File: src/rtl/conv_result_collector.sv
// Reassembles streamed result tiles into output-buffer writes, dropping pixel and kernel padding.
// Optional COLLECTOR_RELU_EN clamps negative results to zero on the write path.
`default_nettype none

module conv_result_collector #(
  parameter int S2P_SIZE    = 4,
  parameter int RESULT_SIZE = 32,
  parameter int PIX_W       = 12,
  parameter int KN_W        = 8,
  parameter int ADDR_W      = 20
) (
  input  logic                   clk,
  input  logic                   rstn,
  input  logic                   start,
  input  logic [PIX_W-1:0]       cfg_out_pixels,
  input  logic [KN_W-1:0]        cfg_kernel_nums,
  input  logic [RESULT_SIZE-1:0] i_result,
  input  logic [3:0]             i_result_valid,
  input  logic                   i_conv_done,
  output logic                   o_wr_en,
  output logic [ADDR_W-1:0]      o_wr_addr,
  output logic [RESULT_SIZE-1:0] o_wr_data,
  output logic                   o_busy,
  output logic                   o_done,
  output logic                   o_err
);

  localparam int CW = (S2P_SIZE > 1) ? $clog2(S2P_SIZE) : 1;

  typedef enum logic [1:0] {IDLE, WAIT_TILE, RECV, DONE} state_t;

  state_t                 state, state_n;
  logic [PIX_W-1:0]       pix_cfg, pix_cfg_n;
  logic [KN_W-1:0]        kn_cfg, kn_cfg_n;
  logic [CW-1:0]          row, row_n, col, col_n;
  logic [PIX_W-1:0]       t_tile, t_tile_n;
  logic [KN_W-1:0]        w_tile, w_tile_n;
  logic                   err, err_n;
  logic                   wr_en_n;
  logic [ADDR_W-1:0]      wr_addr_n;
  logic [RESULT_SIZE-1:0] wr_data_n;

  logic                   take_beat;
  logic [CW-1:0]          beat_row, beat_col;
  logic [PIX_W-1:0]       last_t;
  logic [ADDR_W-1:0]      pixel, kernel;
  logic                   in_range;
  logic [RESULT_SIZE-1:0] data_out;

  wire v_pad   = i_result_valid[0];
  wire v_beat  = i_result_valid[1];
  wire v_start = i_result_valid[2];
  wire v_last  = i_result_valid[3];

  assign last_t   = (pix_cfg - PIX_W'(1)) / PIX_W'(S2P_SIZE);
  assign pixel    = ADDR_W'(t_tile) * ADDR_W'(S2P_SIZE) + ADDR_W'(beat_row);
  assign kernel   = ADDR_W'(w_tile) * ADDR_W'(S2P_SIZE) + ADDR_W'(beat_col);
  assign in_range = (pixel < ADDR_W'(pix_cfg)) && (kernel < ADDR_W'(kn_cfg));

`ifdef COLLECTOR_RELU_EN
  assign data_out = i_result[RESULT_SIZE-1] ? '0 : i_result;
`else
  assign data_out = i_result;
`endif

  always_comb begin
    state_n   = state;
    pix_cfg_n = pix_cfg;
    kn_cfg_n  = kn_cfg;
    row_n     = row;
    col_n     = col;
    t_tile_n  = t_tile;
    w_tile_n  = w_tile;
    err_n     = err;
    wr_en_n   = 1'b0;
    wr_addr_n = o_wr_addr;
    wr_data_n = o_wr_data;
    take_beat = 1'b0;
    beat_row  = row;
    beat_col  = col;

    if (start) begin
      pix_cfg_n = cfg_out_pixels;
      kn_cfg_n  = cfg_kernel_nums;
      row_n     = '0;
      col_n     = '0;
      t_tile_n  = '0;
      w_tile_n  = '0;
      err_n     = 1'b0;
      state_n   = WAIT_TILE;
    end else begin
      case (state)
        WAIT_TILE: begin
          if (v_beat && v_start) begin
            take_beat = 1'b1;
            beat_row  = '0;
            beat_col  = '0;
            state_n   = RECV;
          end else begin
            if (v_beat) err_n = 1'b1;
            if (i_conv_done) state_n = DONE;
          end
        end
        RECV: begin
          if (!v_beat) begin
            // Partial tile is abandoned; tile counters stay so the resend lands on the same addresses.
            err_n   = 1'b1;
            row_n   = '0;
            col_n   = '0;
            state_n = WAIT_TILE;
          end else begin
            take_beat = 1'b1;
            if (v_start && (row != '0 || col != '0)) begin
              err_n    = 1'b1;
              beat_row = '0;
              beat_col = '0;
            end
          end
        end
        default: ;
      endcase
    end

    if (take_beat) begin
      wr_en_n = v_pad && in_range;
      if (v_pad && in_range) begin
        wr_addr_n = kernel * ADDR_W'(pix_cfg) + pixel;
        wr_data_n = data_out;
      end
      if (beat_row == '0 && beat_col == '0 && (v_last != (t_tile == last_t)))
        err_n = 1'b1;

      if (beat_row == CW'(S2P_SIZE - 1)) begin
        row_n = '0;
        if (beat_col == CW'(S2P_SIZE - 1)) begin
          col_n = '0;
          if (t_tile == last_t) begin
            t_tile_n = '0;
            w_tile_n = w_tile + KN_W'(1);
          end else begin
            t_tile_n = t_tile + PIX_W'(1);
          end
          state_n = i_conv_done ? DONE : WAIT_TILE;
        end else begin
          col_n = beat_col + CW'(1);
        end
      end else begin
        row_n = beat_row + CW'(1);
        col_n = beat_col;
      end
    end
  end

  always_ff @(posedge clk or negedge rstn) begin
    if (!rstn) begin
      state     <= IDLE;
      pix_cfg   <= '0;
      kn_cfg    <= '0;
      row       <= '0;
      col       <= '0;
      t_tile    <= '0;
      w_tile    <= '0;
      err       <= 1'b0;
      o_wr_en   <= 1'b0;
      o_wr_addr <= '0;
      o_wr_data <= '0;
    end else begin
      state     <= state_n;
      pix_cfg   <= pix_cfg_n;
      kn_cfg    <= kn_cfg_n;
      row       <= row_n;
      col       <= col_n;
      t_tile    <= t_tile_n;
      w_tile    <= w_tile_n;
      err       <= err_n;
      o_wr_en   <= wr_en_n;
      o_wr_addr <= wr_addr_n;
      o_wr_data <= wr_data_n;
    end
  end

  assign o_busy = (state == WAIT_TILE) || (state == RECV);
  assign o_done = (state == DONE);
  assign o_err  = err;

endmodule

`default_nettype wire
File: config.mk
export PLATFORM = sky130hd
export DESIGN_NAME = conv_result_collector
export DESIGN_NICKNAME = d
export VERILOG_FILES = /design/src/rtl/conv_result_collector.sv
export SDC_FILE = /design/constraint.sdc
export NUM_CORES = 1
export LEC_CHECK = 0
export CAP_MARGIN = 40
export CORE_MARGIN = 1
export CORE_UTILIZATION = 40
export DETAILED_ROUTE_END_ITERATION = 6
export DONT_BUFFER_PORTS = 1
export HOLD_SLACK_MARGIN = 0.02
export PLACE_DENSITY = 0.51
export SYNTH_ARGS = -nofsm -noshare
export SYNTH_HDL_FRONTEND = slang
export SYNTH_SLANG_ARGS = --single-unit
File: constraint.sdc
create_clock -name clk -period 7 [get_ports clk]
set_input_delay 1.75 -clock clk [delete_from_list [all_inputs] [get_ports clk]]
set_output_delay 1.75 -clock clk [all_outputs]
set_load 0.005 [all_outputs]
==> run metrics <==
Startpoint Class input pin; CP arrival about 6.5 ns; Die ar. between 20,000 and 25,000 sq um; worst hold path class reg -> reg; largest net degree at the start of global routing 101; Worst Max-Slew Pin Slew around 0.89 ns; first-pass GRT wire length 37,900 um; FF-to-FF setup slack approximately 1.3 ns; sequential fraction of the synthesis area 0.269; max-cap violations 0; top cell type by total area after synthesis dfrtp_1; Worst-path clk slew 0.08 ns; DR pass1 iterations 5; core area 22,700 sq um; Synth Register Bits 100; setup bufs post-CTS 0; Final Power between 0.0015 and 0.002 W; CTS resizes 0; power per standard cell area between 150 and 200 nW/um^2; P_leak just under 5 nW; number of CTS-inserted buffers 9; initial antenna violation count 0; diode count 0; DRC 0; vias in the first global route just over 7,000; Synth Area per Inst roughly 8.8 sq um; Yosys warnings 0; total clock sinks 100; Root Driver clkbuf_16; # H-tree levels 3; layout cells sized above 1 0.0370; final wirelength ~23,000 um; setup repair after global routing missed its margin no; Starting Density 0.409; worst-skew pair later-pin latency 0.36 ns; outcome finished, final reports clean; reg2reg path depth 21; peak supply drop ~0.17 mV; Area growth, synth to finish 5.90%; Tcrit/Tclk final 0.898; Syn Inst Count 1,051; via count approximately 6,700; Die Y 154 um; worst hold stages 2; port bufs 0; number of synthesized flops with an enable pin 0; Yosys top cell area share 0.269; CTS tree yes; row count 55; DR WL/cell 17.3 um; synth unique cells 62; count leader, synth nand2_1; clk buf depth 2; DRT iter0 DRCs between 200 and 300; Detail Route Antenna Nets 0; Post-Syn Nets around 1,300; synthesized area around 9300 sq um; routability cong. ~0.8; CP required about 7.3 ns; largest cells by area after synthesis dfrtp_1 (27%), fa_1 (20%), ha_1 (11%), nand2_1 (9.0%), inv_1 (6.5%); Chip Width roughly 150 um; final clock skew around 0.012 ns; Top FF cell, synth dfrtp_1; worst-path maximum fanout 7; Pins Over Slew Limit 0; endpoints failing setup 0; ys async rst share 1.00; total negative slack 0 ns; Top Ports 116; Hold-fix buffers, CTS 0; Vias per Instance just over 5; Setup Crit Path Kind in -> reg; hpwl dp around 17,000 um; clock period minus worst slack 6.29 ns; Slew headroom 0.405; Hold Vio Cnt, Final 0; Total GRT Usage 0.204; Max Freq approximately 160 MHz; fill count between 2,000 and 2,500; grt total ovfl 0; Nets 1,257; Commonest cells post-synth nand2_1 (222), inv_1 (162), dfrtp_1 (100); crit end category register
[layout make-up]
| type | instances | area, sq um | area share |
|---|---|---|---|
| Clock buffer | 9 | 225 | 0.0229 |
| Timing Repair Buffer | 6 | 70.1 | 0.00712 |
| Tap cell | 285 | 357 | 0.0363 |
| Inverter | 162 | 608 | 0.0618 |
| Multi-Input combinational cell | 743 | 6010 | 0.611 |
| Clock inverter | 7 | 65.1 | 0.00661 |
| Sequential cell | 100 | 2500 | 0.254 |
[cell usage in the layout, fill, tap and decap left out, types with 3 or more instances in the layout]
master,Yosys,routed
and2_1,56,56
mux2_2,5,5
nand3_1,18,18
and3_1,5,5
inv_1,162,162
a22o_1,5,5
clkbuf_16,0,9
a31oi_1,5,5
o31ai_1,4,4
buf_4,0,4
dfrtp_1,100,100
or3_1,10,10
xnor2_1,18,18
nand2b_1,7,7
ha_1,83,83
fa_1,92,92
a21o_1,11,11
nand4_1,6,6
xor2_1,12,12
mux2i_1,5,5
nor4_1,5,5
nand2_1,222,222
nor2_1,21,21
nor2b_1,5,5
nor3_1,7,7
o21ai_0,53,53
a21oi_1,37,37
nand3b_1,4,4
o21a_1,3,3
a32o_1,3,3
[kinds of logic (layout without fill, tap and decap cells)]
kind of cell / count (synthesis) / after routing / share of synthesized area
XOR/XNOR: 30 / 30 / 0.0283
AND/OR/NAND/NOR: 379 / 379 / 0.193
multiplexers: 10 / 10 / 0.0114
AO/OA/AOI/OAI: 149 / 149 / 0.103
buffers and inverters: 208 / 184 / 0.0854
flip-flops: 100 / 100 / 0.269
adder cells (fa/ha/maj): 175 / 175 / 0.310
[flip-flops by register name (all words and copies together), names as in the netlist]
name       cells
col            2
t_tile        12
o_err          1
kn_cfg         8
w_tile         8
o_wr_en        1
o_wr_addr     20
state          2
pix_cfg       12
row            2
o_wr_data     32
[through the flow]
step | cell area, sq um | instances | utilization | worst slack [ns] | hold slack (ns)
2_1_floorplan | 9290 | 1051 | - | 0.490 | 0.463
3_3_place_gp | 9500 | 1293 | 0.418 | 0.447 | 0.482
3_5_place_dp | 9550 | 1296 | 0.420 | 0.380 | 0.485
4_1_cts | 9840 | 1312 | 0.433 | 0.772 | 0.501
5_1_grt | 9840 | 1312 | 0.433 | 0.372 | 0.519
6_report | 9840 | 1312 | 0.433 | 0.713 | 0.495
[final timing paths]
| kind | from | to |
|---|---|---|
| worst max-delay path | i_result_valid[1] | o_wr_addr[16] |
| min in group asynchronous | rstn | pix_cfg[5] |
| max in group asynchronous | rstn | o_wr_addr[15] |
| worst max register to register | state[1] | o_wr_addr[16] |
| worst min-delay path | o_wr_data[14] | o_wr_data[14] |
| worst min register to register | o_wr_data[14] | o_wr_data[14] |
[critical path: stages]
cell and delay, ns:
a2bb2oi_1 0.19, or3_1 0.22, and2_1 0.32, nand2_1 0.12, fa_1 0.53, inv_1 0.06, fa_1 0.49, inv_1 0.05
fa_1 0.46, fa_1 0.54, inv_1 0.04, ha_1 0.34, a21o_1 0.20, a21oi_1 0.18, a21oi_1 0.12, o31ai_1 0.42
a21boi_0 0.23, mux2i_1 0.19, a2bb2oi_1 0.07
[power breakdown]
| part | total (W) | switching [W] | internal, W |
|---|---|---|---|
| registers | 0.000814 | 0.000124 | 0.000690 |
| clock network | 0.000503 | 0.000253 | 0.000251 |
| logic | 0.000270 | 0.000160 | 0.000109 |
[per-layer routing]
layer	up-vias	routed length, um	GRT usage
li1	3291	-	-
met1	3302	10500	0.281
met2	131	10800	0.332
met3	21	915	0.0283
met4	0	441	0.0636
met5	-	0	0
No activity file was read; power rests on OpenSTA's default activity.
